$ cat config.mk
export PLATFORM = sky130hd
export DESIGN_NAME = ac97_cmd_sched
export DESIGN_NICKNAME = d
export VERILOG_FILES = /design/src/rtl/ac97_cmd_sched.sv
export SDC_FILE = /design/constraint.sdc
export NUM_CORES = 1
export LEC_CHECK = 0
export BUFFER_PORTS_ARGS = -buffer_cell sky130_fd_sc_hd__buf_2
export CAP_MARGIN = 0
export CORE_MARGIN = 2
export CORE_UTILIZATION = 25
export CTS_BUF_LIST = sky130_fd_sc_hd__clkbuf_4 sky130_fd_sc_hd__clkbuf_8 sky130_fd_sc_hd__clkbuf_16
export DETAILED_ROUTE_END_ITERATION = 6
export SLEW_MARGIN = 10
export SYNTH_ARGS = -nofsm -noshare
export SYNTH_HDL_FRONTEND = slang
export SYNTH_SLANG_ARGS = --single-unit
$ cat constraint.sdc
create_clock -name clock_27mhz -period 2.8 [get_ports clock_27mhz]
set_input_delay 0.14 -clock clock_27mhz [delete_from_list [all_inputs] [get_ports clock_27mhz]]
set_output_delay 0.14 -clock clock_27mhz [all_outputs]
set_load 0.005 [all_outputs]
$ cat src/rtl/ac97_cmd_sched.sv
// AC97 command-slot scheduler: power-up register initialisation, then volume and
// record-source updates and round-robin external register writes, each held HOLD frames.
module ac97_cmd_sched #(
  parameter int NREQ        = 4,
  parameter int HOLD        = 2,
  parameter int WAIT_FRAMES = 4
) (
  input  logic                 clock_27mhz,
  input  logic                 reset,
  input  logic                 ready,
  input  logic [4:0]           volume,
  input  logic                 insource,
  input  logic [NREQ-1:0]      req,
  input  logic [8*NREQ-1:0]    req_addr,
  input  logic [16*NREQ-1:0]   req_data,
  output logic [NREQ-1:0]      grant,
  output logic [7:0]           command_address,
  output logic [15:0]          command_data,
  output logic                 command_valid,
  output logic                 busy,
  output logic                 init_done
);

  localparam int HW = (HOLD > 1) ? $clog2(HOLD) : 1;
  localparam int WW = (WAIT_FRAMES > 1) ? $clog2(WAIT_FRAMES) : 1;
  localparam int IW = (NREQ > 1) ? $clog2(NREQ) : 1;
  localparam logic [HW-1:0] HOLD_LOAD = HW'(HOLD - 1);
  localparam logic [WW-1:0] WAIT_LAST = WW'(WAIT_FRAMES - 1);
  localparam logic [IW-1:0] RR_RESET  = IW'(NREQ - 1);
  localparam logic [2:0]    ROM_LAST  = 3'd4;
  localparam logic [23:0]   FILLER    = 24'h80_0000;

  typedef enum logic [1:0] {S_WAIT, S_INIT, S_SHADOW, S_RUN} state_t;

  function automatic logic [23:0] rom_word(input logic [2:0] idx);
    case (idx)
      3'd0:    return 24'h18_0808;
      3'd1:    return 24'h1C_0F0F;
      3'd2:    return 24'h0E_8048;
      3'd3:    return 24'h0A_0000;
      default: return 24'h20_8000;
    endcase
  endfunction

  function automatic logic [23:0] vol_word(input logic [4:0] vol);
    logic [4:0] att;
    att = 5'd31 - vol;
    return {8'h04, 3'b000, att, 3'b000, att};
  endfunction

  function automatic logic [23:0] src_word(input logic src);
    return {8'h1A, 5'b00000, src, 2'b00, 5'b00000, src, 2'b00};
  endfunction

  state_t          r_state, w_state_nx;
  logic [WW-1:0]   r_wait_cnt, w_wait_nx;
  logic [HW-1:0]   r_hold_cnt, w_hold_nx;
  logic [2:0]      r_rom_idx, w_rom_nx;
  logic            r_src_phase, w_src_phase_nx;
  logic            r_ext_active, w_ext_active_nx;
  logic [IW-1:0]   r_ext_idx, w_ext_idx_nx;
  logic [IW-1:0]   r_rr_ptr, w_rr_nx;
  logic [4:0]      r_shadow_vol, w_shadow_vol_nx;
  logic            r_shadow_src, w_shadow_src_nx;
  logic [23:0]     r_word, w_word_nx;
  logic            r_valid, w_valid_nx;
  logic            r_busy, w_busy_nx;
  logic            r_init_done, w_init_nx;
  logic [NREQ-1:0] r_grant, w_grant_nx;

  logic            w_retire, w_arb, w_load, w_pick_ok;
  logic [23:0]     w_load_word, w_pick_word;
  logic [IW-1:0]   w_pick_idx;
  logic [NREQ-1:0] w_req_elig;

  always_comb begin
    // NOTE: every variable gets a default first, so no path through this block can infer a latch.
    w_state_nx      = r_state;
    w_wait_nx       = r_wait_cnt;
    w_hold_nx       = r_hold_cnt;
    w_rom_nx        = r_rom_idx;
    w_src_phase_nx  = r_src_phase;
    w_ext_active_nx = r_ext_active;
    w_ext_idx_nx    = r_ext_idx;
    w_rr_nx         = r_rr_ptr;
    w_shadow_vol_nx = r_shadow_vol;
    w_shadow_src_nx = r_shadow_src;
    w_word_nx       = r_word;
    w_valid_nx      = r_valid;
    w_busy_nx       = r_busy;
    w_init_nx       = r_init_done;
    w_grant_nx      = '0;
    w_load          = 1'b0;
    w_load_word     = FILLER;
    w_arb           = 1'b0;

    w_retire = ready && r_busy && (r_hold_cnt == '0);
    if (ready && r_busy && (r_hold_cnt != '0)) w_hold_nx = r_hold_cnt - 1'b1;
    if (w_retire && r_ext_active) begin
      w_grant_nx[r_ext_idx] = 1'b1;
      w_ext_active_nx       = 1'b0;
    end

    // The requester being granted on this pulse still shows its old request.
    w_req_elig = req;
    if (w_retire && r_ext_active) w_req_elig[r_ext_idx] = 1'b0;

    w_pick_ok   = 1'b0;
    w_pick_idx  = r_rr_ptr;
    w_pick_word = FILLER;
    for (int i = 0; i < NREQ; i++) begin
      if (!w_pick_ok && w_req_elig[i] && (i > int'(r_rr_ptr))) begin
        w_pick_ok   = 1'b1;
        w_pick_idx  = IW'(i);
        w_pick_word = {req_addr[8*i +: 8], req_data[16*i +: 16]};
      end
    end
    for (int i = 0; i < NREQ; i++) begin
      if (!w_pick_ok && w_req_elig[i] && (i <= int'(r_rr_ptr))) begin
        w_pick_ok   = 1'b1;
        w_pick_idx  = IW'(i);
        w_pick_word = {req_addr[8*i +: 8], req_data[16*i +: 16]};
      end
    end

    unique case (r_state)
      S_WAIT: if (ready) begin
        if (r_wait_cnt == WAIT_LAST) begin
          w_load      = 1'b1;
          w_load_word = rom_word(3'd0);
          w_rom_nx    = 3'd0;
          w_state_nx  = S_INIT;
        end else begin
          w_wait_nx = r_wait_cnt + 1'b1;
        end
      end
      S_INIT: if (w_retire) begin
        w_load = 1'b1;
        if (r_rom_idx == ROM_LAST) begin
          w_load_word     = vol_word(volume);
          w_shadow_vol_nx = volume;
          w_src_phase_nx  = 1'b0;
          w_state_nx      = S_SHADOW;
        end else begin
          w_rom_nx    = r_rom_idx + 3'd1;
          w_load_word = rom_word(r_rom_idx + 3'd1);
        end
      end
      S_SHADOW: if (w_retire) begin
        if (!r_src_phase) begin
          w_load          = 1'b1;
          w_load_word     = src_word(insource);
          w_shadow_src_nx = insource;
          w_src_phase_nx  = 1'b1;
        end else begin
          w_init_nx  = 1'b1;
          w_state_nx = S_RUN;
          w_arb      = 1'b1;
        end
      end
      S_RUN:   w_arb = ready && (!r_busy || (r_hold_cnt == '0));
      default: w_state_nx = S_WAIT;
    endcase

    if (w_arb) begin
      if (volume != r_shadow_vol) begin
        w_load          = 1'b1;
        w_load_word     = vol_word(volume);
        w_shadow_vol_nx = volume;
      end else if (insource != r_shadow_src) begin
        w_load          = 1'b1;
        w_load_word     = src_word(insource);
        w_shadow_src_nx = insource;
      end else if (w_pick_ok) begin
        w_load          = 1'b1;
        w_load_word     = w_pick_word;
        w_ext_active_nx = 1'b1;
        w_ext_idx_nx    = w_pick_idx;
        w_rr_nx         = w_pick_idx;
      end else begin
        w_word_nx  = FILLER;
        w_valid_nx = 1'b1;
        w_busy_nx  = 1'b0;
      end
    end

    if (w_load) begin
      w_word_nx  = w_load_word;
      w_valid_nx = 1'b1;
      w_busy_nx  = 1'b1;
      w_hold_nx  = HOLD_LOAD;
    end
  end

  // NOTE: registers use non-blocking assignments so every flop samples pre-edge values.
  always_ff @(posedge clock_27mhz or posedge reset) begin
    if (reset) begin
      r_state      <= S_WAIT;
      r_wait_cnt   <= '0;
      r_hold_cnt   <= '0;
      r_rom_idx    <= '0;
      r_src_phase  <= 1'b0;
      r_ext_active <= 1'b0;
      r_ext_idx    <= '0;
      r_rr_ptr     <= RR_RESET;
      r_shadow_vol <= '0;
      r_shadow_src <= 1'b0;
      r_word       <= FILLER;
      r_valid      <= 1'b0;
      r_busy       <= 1'b0;
      r_init_done  <= 1'b0;
      r_grant      <= '0;
    end else begin
      r_state      <= w_state_nx;
      r_wait_cnt   <= w_wait_nx;
      r_hold_cnt   <= w_hold_nx;
      r_rom_idx    <= w_rom_nx;
      r_src_phase  <= w_src_phase_nx;
      r_ext_active <= w_ext_active_nx;
      r_ext_idx    <= w_ext_idx_nx;
      r_rr_ptr     <= w_rr_nx;
      r_shadow_vol <= w_shadow_vol_nx;
      r_shadow_src <= w_shadow_src_nx;
      r_word       <= w_word_nx;
      r_valid      <= w_valid_nx;
      r_busy       <= w_busy_nx;
      r_init_done  <= w_init_nx;
      r_grant      <= w_grant_nx;
    end
  end

  assign command_address = r_word[23:16];
  assign command_data    = r_word[15:0];
  assign command_valid   = r_valid;
  assign busy            = r_busy;
  assign init_done       = r_init_done;
  assign grant           = r_grant;

endmodule

==> flow_results.org <==
** Floorplan
- Placeable core region :: 17240 um^2
- Initial standard-cell utilization of the core :: 25.52%
- The die is ~140 um tall.
- In this run the horizontal extent of the chip is 136.6 um.
- # rows :: 48
- Die Outline Area :: 18670 um^2
- Number of ports placed on the die boundary :: 140

** Detailed routing
- Number of design rule violations left after detail routing :: 0
- Once detail routing completed, the nets flagged for antenna violations numbered 0.
- Count of vias placed by the detailed router :: slightly above 5k
- Summed over all layers, the routed wires come to between 15000 and 20000 um.
- Post-DR wirelength/cell :: roughly 21 um
- The detailed router finished its first iteration with 606 violations.
- After detailed routing, the number of vias per cell comes to 5.763.
- Pre-antenna DRT Iters :: 6

** STA
- At the pin with the least slew margin, the transition time is 0.6875 ns.
- Max Clk Rate :: about 380 MHz
- Final setup viols :: 0
- Headroom to the max-slew limit came out at between 50 and 60%.
- The final critical path takes up 94.01% of the cycle.
- Final Hold Viols :: 0
- Shortest period the worst path allows :: ~2.6 ns
- Clock skew on the completed layout was measured at 0.009310 ns.
- Total Negative Setup Slacks :: 0 ns
- The number of pins exceeding their max-slew limit in the final report was 0.
- Setup repair after global routing left no endpoint under its margin.

** Synthesis
- Predominant post-synthesis flop cell :: sky130_fd_sc_hd__dfrtp_1
- For this run, asynchronously set or reset flops after synthesis account for 100.0%.
- Fraction of synthesized area in multiplexers :: 2.276%
- Cell count after synthesis :: 522
- Top-area cell type share of the netlist area :: 27.31%
- Largest cells by area after synthesis :: sky130_fd_sc_hd__dfrtp_1 27%, sky130_fd_sc_hd__nand2_1 4.8%, sky130_fd_sc_hd__a21oi_1 3.8%
- After synthesis, flip-flops and latches occupy 29.10% of the total area.
- The synthesized design contains 51 register bits.
- Cell taking the most area after synthesis :: sky130_fd_sc_hd__dfrtp_1
- Dividing the synthesized area by the synthesized cell count gives 8.425 um^2.
- After synthesis, the largest family of logic cells by area is compound AO/OA/AOI/OAI gates.
- Share of synthesized cell area in and, or, nand and nor gates :: 23.13%
- The synthesized netlist devotes roughly 1.6% of its cell area to XOR and XNOR gates.
- Counting flops with a built-in enable in the synthesized netlist gives 0.
- In this run the cell area of the synthesized design comes to 4398 um^2.
- The synthesized netlist devotes 3.129% of its cell area to adder and majority cells.
- Compound-Gate Fraction of Synth Area :: 36.10%
- Counting every net in the synthesized netlist gives 642.
- Yosys mapped the design onto 88 distinct sky130hd cell types.
- Number of synthesis warnings :: 0

** Worst hold path
- Startpoint of the tightest hold check path :: req_data[21]
- Instance count along the most critical hold path :: 3
- Hold Path Class :: in2reg

** CTS
- The tree built by TritonCTS fans out to 51 sinks.
- H-Tree Level Count :: 2
- Clock tree from TritonCTS :: yes
- Post CTS Setup Buffer Count :: 0
- Clock-pin slew was measured on the worst setup and hold paths at ~0.070 ns.
- Num CTS Buffers :: 5
- Clk root buf :: sky130_fd_sc_hd__clkbuf_16
- Worst-skew pair later-pin latency :: 0.30 ns
- The clock passes through at most 2 buffers.

** Setup path
- The critical path is of the reg2reg type.
- Crit Reg-Reg Startpoint :: r_hold_cnt
- For the worst flop-to-flop path, the logic depth is 7.
- Critical Path RT :: 2.95 ns
- For this design, the slowest cell found on the critical path is sky130_fd_sc_hd__a21boi_4.
- WP data arrival :: 2.78 ns
- The critical path goes through and4bb_4 -> a21boi_4 -> nor3_4 -> buf_4 -> a211o_1 -> a221oi_1 -> o311ai_0.
- The worst setup path is launched from a register.
- Start point of the critical path :: r_hold_cnt
- For this run, the slowest stage of the critical path takes 0.57 ns.
- Along the worst path, the maximum fanout reaches 18.
- The worst setup path is captured at a register.

** Global routing
- The first global-routing pass estimated ~28000 um of wire.
- The via count of the first global-routing pass came to 4899.
- Overflow after GRT :: 0
- Entering global routing, the biggest net connects 24 pins.
- GR Util All Layers :: 19.67%
- The number of antenna violations at the first check in global routing was 0.

** Finish
- The count of cells in the finished layout, fillers not included, comes to 898.
- From synthesis to final layout, the design area changed by 30.18%.
- ANT cells :: 0
- Cells fill 33.22% of the core in the end.
- Ratio of cells with drive above 1 in the final layout :: 32.99%
- After the last flow step, the layout net total stands at ~790.

** Run
- Across the run, the number of max-cap violations was 0.

** Place
- Placed instance count :: 889
- At the end of routability-driven placement, the weighted congestion stood at 0.9272.
- The count of buffers added on input and output ports is 139.
- Post-DP HPWL :: between 10000 and 15000 um

** Outcome
- Status :: complete, no violations

** Power
- In this run the power density over the cells is ~750 nW/um^2.
- Overall power consumption after layout is estimated at 4.321 mW.
- Pleak :: 2.560 nW
- IR Drop Worst-Case VDD :: 0.4149 mV
## final cells by class
type / instances / area (um^2)
Clock inverter: 1 / 30.03
Sequential cell: 51 / 1280
Clock buffer: 7 / 140.1
Multi-Input combinational cell: 423 / 2924
Inverter: 15 / 56.30
Tap cell: 225 / 281.5
Fill cell: 1858 / 11510
Timing Repair Buffer: 176 / 1013
## per-stage QoR
| stage | area, um^2 | hold slack, ns | setup slack, ns |
|---|---|---|---|
| after detailed placement | 5540 | 0.2078 | 0.1251 |
| after global routing | 5725 | 0.1118 | 0.007715 |
| after floorplan | 4398 | 0.2906 | 0.5391 |
| after CTS | 5720 | 0.09884 | 0.09760 |
| after global placement | 5540 | 0.2236 | 0.2700 |
| final | 5725 | 0.1002 | 0.1677 |
## power breakdown
part / internal, mW / switching, mW
clock network: 0.444 / 0.305
logic: 1.04 / 1.31
registers: 0.992 / 0.229
## flip-flops by register name, indices dropped and copies added, names as in the netlist
register / count
busy: 1
command_valid: 1
grant: 4
init_done: 1
r_ext_active: 1
r_ext_idx: 2
r_hold_cnt: 1
r_rom_idx: 3
r_rr_ptr: 2
r_shadow_src: 1
r_shadow_vol: 5
r_src_phase: 1
r_state: 2
r_wait_cnt: 2
r_word: 24
## cell usage after synthesis, types with 7 or more instances
master / number
sky130_fd_sc_hd__mux2_2: 8
sky130_fd_sc_hd__and2_1: 8
sky130_fd_sc_hd__a32o_1: 10
sky130_fd_sc_hd__inv_1: 15
sky130_fd_sc_hd__xnor2_1: 7
sky130_fd_sc_hd__nand2_1: 56
sky130_fd_sc_hd__a221oi_1: 8
sky130_fd_sc_hd__nand3_1: 14
sky130_fd_sc_hd__a221o_1: 7
sky130_fd_sc_hd__nand4_1: 7
sky130_fd_sc_hd__nor2_1: 36
sky130_fd_sc_hd__clkbuf_1: 19
sky130_fd_sc_hd__a211oi_1: 15
sky130_fd_sc_hd__nor2b_1: 8
sky130_fd_sc_hd__buf_2: 10
sky130_fd_sc_hd__dfrtp_1: 48
sky130_fd_sc_hd__o211ai_1: 14
sky130_fd_sc_hd__o21ai_0: 25
sky130_fd_sc_hd__nand2b_1: 11
sky130_fd_sc_hd__ha_1: 11
sky130_fd_sc_hd__and3_1: 7
sky130_fd_sc_hd__a21oi_1: 33
## kinds of logic after synthesis
group | after synthesis
AOI/OAI and AO/OA | 210
xor gates and xnor gates | 8
adders and majority gates | 11
buffers and inverters | 48
DFF | 51
muxes | 9
and+or+nand+nor | 185
## layout by cell type (no fill, tap or decap), types with 5 or more instances in the layout
| cell type | instances |
|---|---|
| sky130_fd_sc_hd__o22ai_1 | 6 |
| sky130_fd_sc_hd__o211ai_1 | 14 |
| sky130_fd_sc_hd__buf_2 | 139 |
| sky130_fd_sc_hd__nand2_1 | 56 |
| sky130_fd_sc_hd__xnor2_1 | 7 |
| sky130_fd_sc_hd__a21oi_1 | 33 |
| sky130_fd_sc_hd__nand4_1 | 7 |
| sky130_fd_sc_hd__ha_1 | 11 |
| sky130_fd_sc_hd__mux2_2 | 8 |
| sky130_fd_sc_hd__a32o_1 | 10 |
| sky130_fd_sc_hd__nand2b_1 | 11 |
| sky130_fd_sc_hd__o31ai_1 | 5 |
| sky130_fd_sc_hd__a221oi_1 | 8 |
| sky130_fd_sc_hd__nor3_1 | 5 |
| sky130_fd_sc_hd__o221ai_1 | 5 |
| sky130_fd_sc_hd__dfrtp_1 | 48 |
| sky130_fd_sc_hd__o21ai_0 | 25 |
| sky130_fd_sc_hd__a221o_1 | 7 |
| sky130_fd_sc_hd__buf_4 | 33 |
| sky130_fd_sc_hd__a31oi_1 | 5 |
| sky130_fd_sc_hd__a31o_2 | 6 |
| sky130_fd_sc_hd__nor2b_1 | 8 |
| sky130_fd_sc_hd__a211oi_1 | 15 |
| sky130_fd_sc_hd__and2_1 | 8 |
| sky130_fd_sc_hd__nand3_1 | 14 |
| sky130_fd_sc_hd__nor2_1 | 36 |
| sky130_fd_sc_hd__o41ai_1 | 5 |
| sky130_fd_sc_hd__clkbuf_16 | 5 |
| sky130_fd_sc_hd__inv_1 | 14 |
| sky130_fd_sc_hd__a222oi_1 | 6 |
| sky130_fd_sc_hd__o21ai_1 | 6 |
| sky130_fd_sc_hd__and3_1 | 7 |
| sky130_fd_sc_hd__a211o_1 | 6 |
## final timing paths
check | end | slack [ns]
worst max-delay path | r_word[10] | 0.17
worst min-delay path | r_word[5] | 0.10
worst max register to register | r_word[10] | 0.17
worst min register to register | init_done | 0.47
max in group asynchronous | r_shadow_src | 1.73
min in group asynchronous | r_word[19] | 0.43
## critical path: cells and delay by family (launching register included)
| family | cells | cell delay (ns) |
|---|---|---|
| compound gates | 4 | 1.23 |
| flops | 1 | 0.51 |
| simple gates | 2 | 0.50 |
| buf+inv | 1 | 0.22 |
## repair_timing
| action | CTS | global route |
|---|---|---|
| endpoints found under the hold margin | 18 | 0 |
| hold buffers | 1 | 0 |
| setup endpoints to repair | 0 | 1 |
| gates resized for setup | 0 | 1 |
## layer usage
layer	wire length, um	GRT usage, %	part of all wire [%]
met5	0	0	0
met4	400	5.845	2.2
met3	1997	3.667	11
met2	8131	29.33	44
met1	8032	28.63	43
No activity file was read; power rests on OpenSTA's default activity.
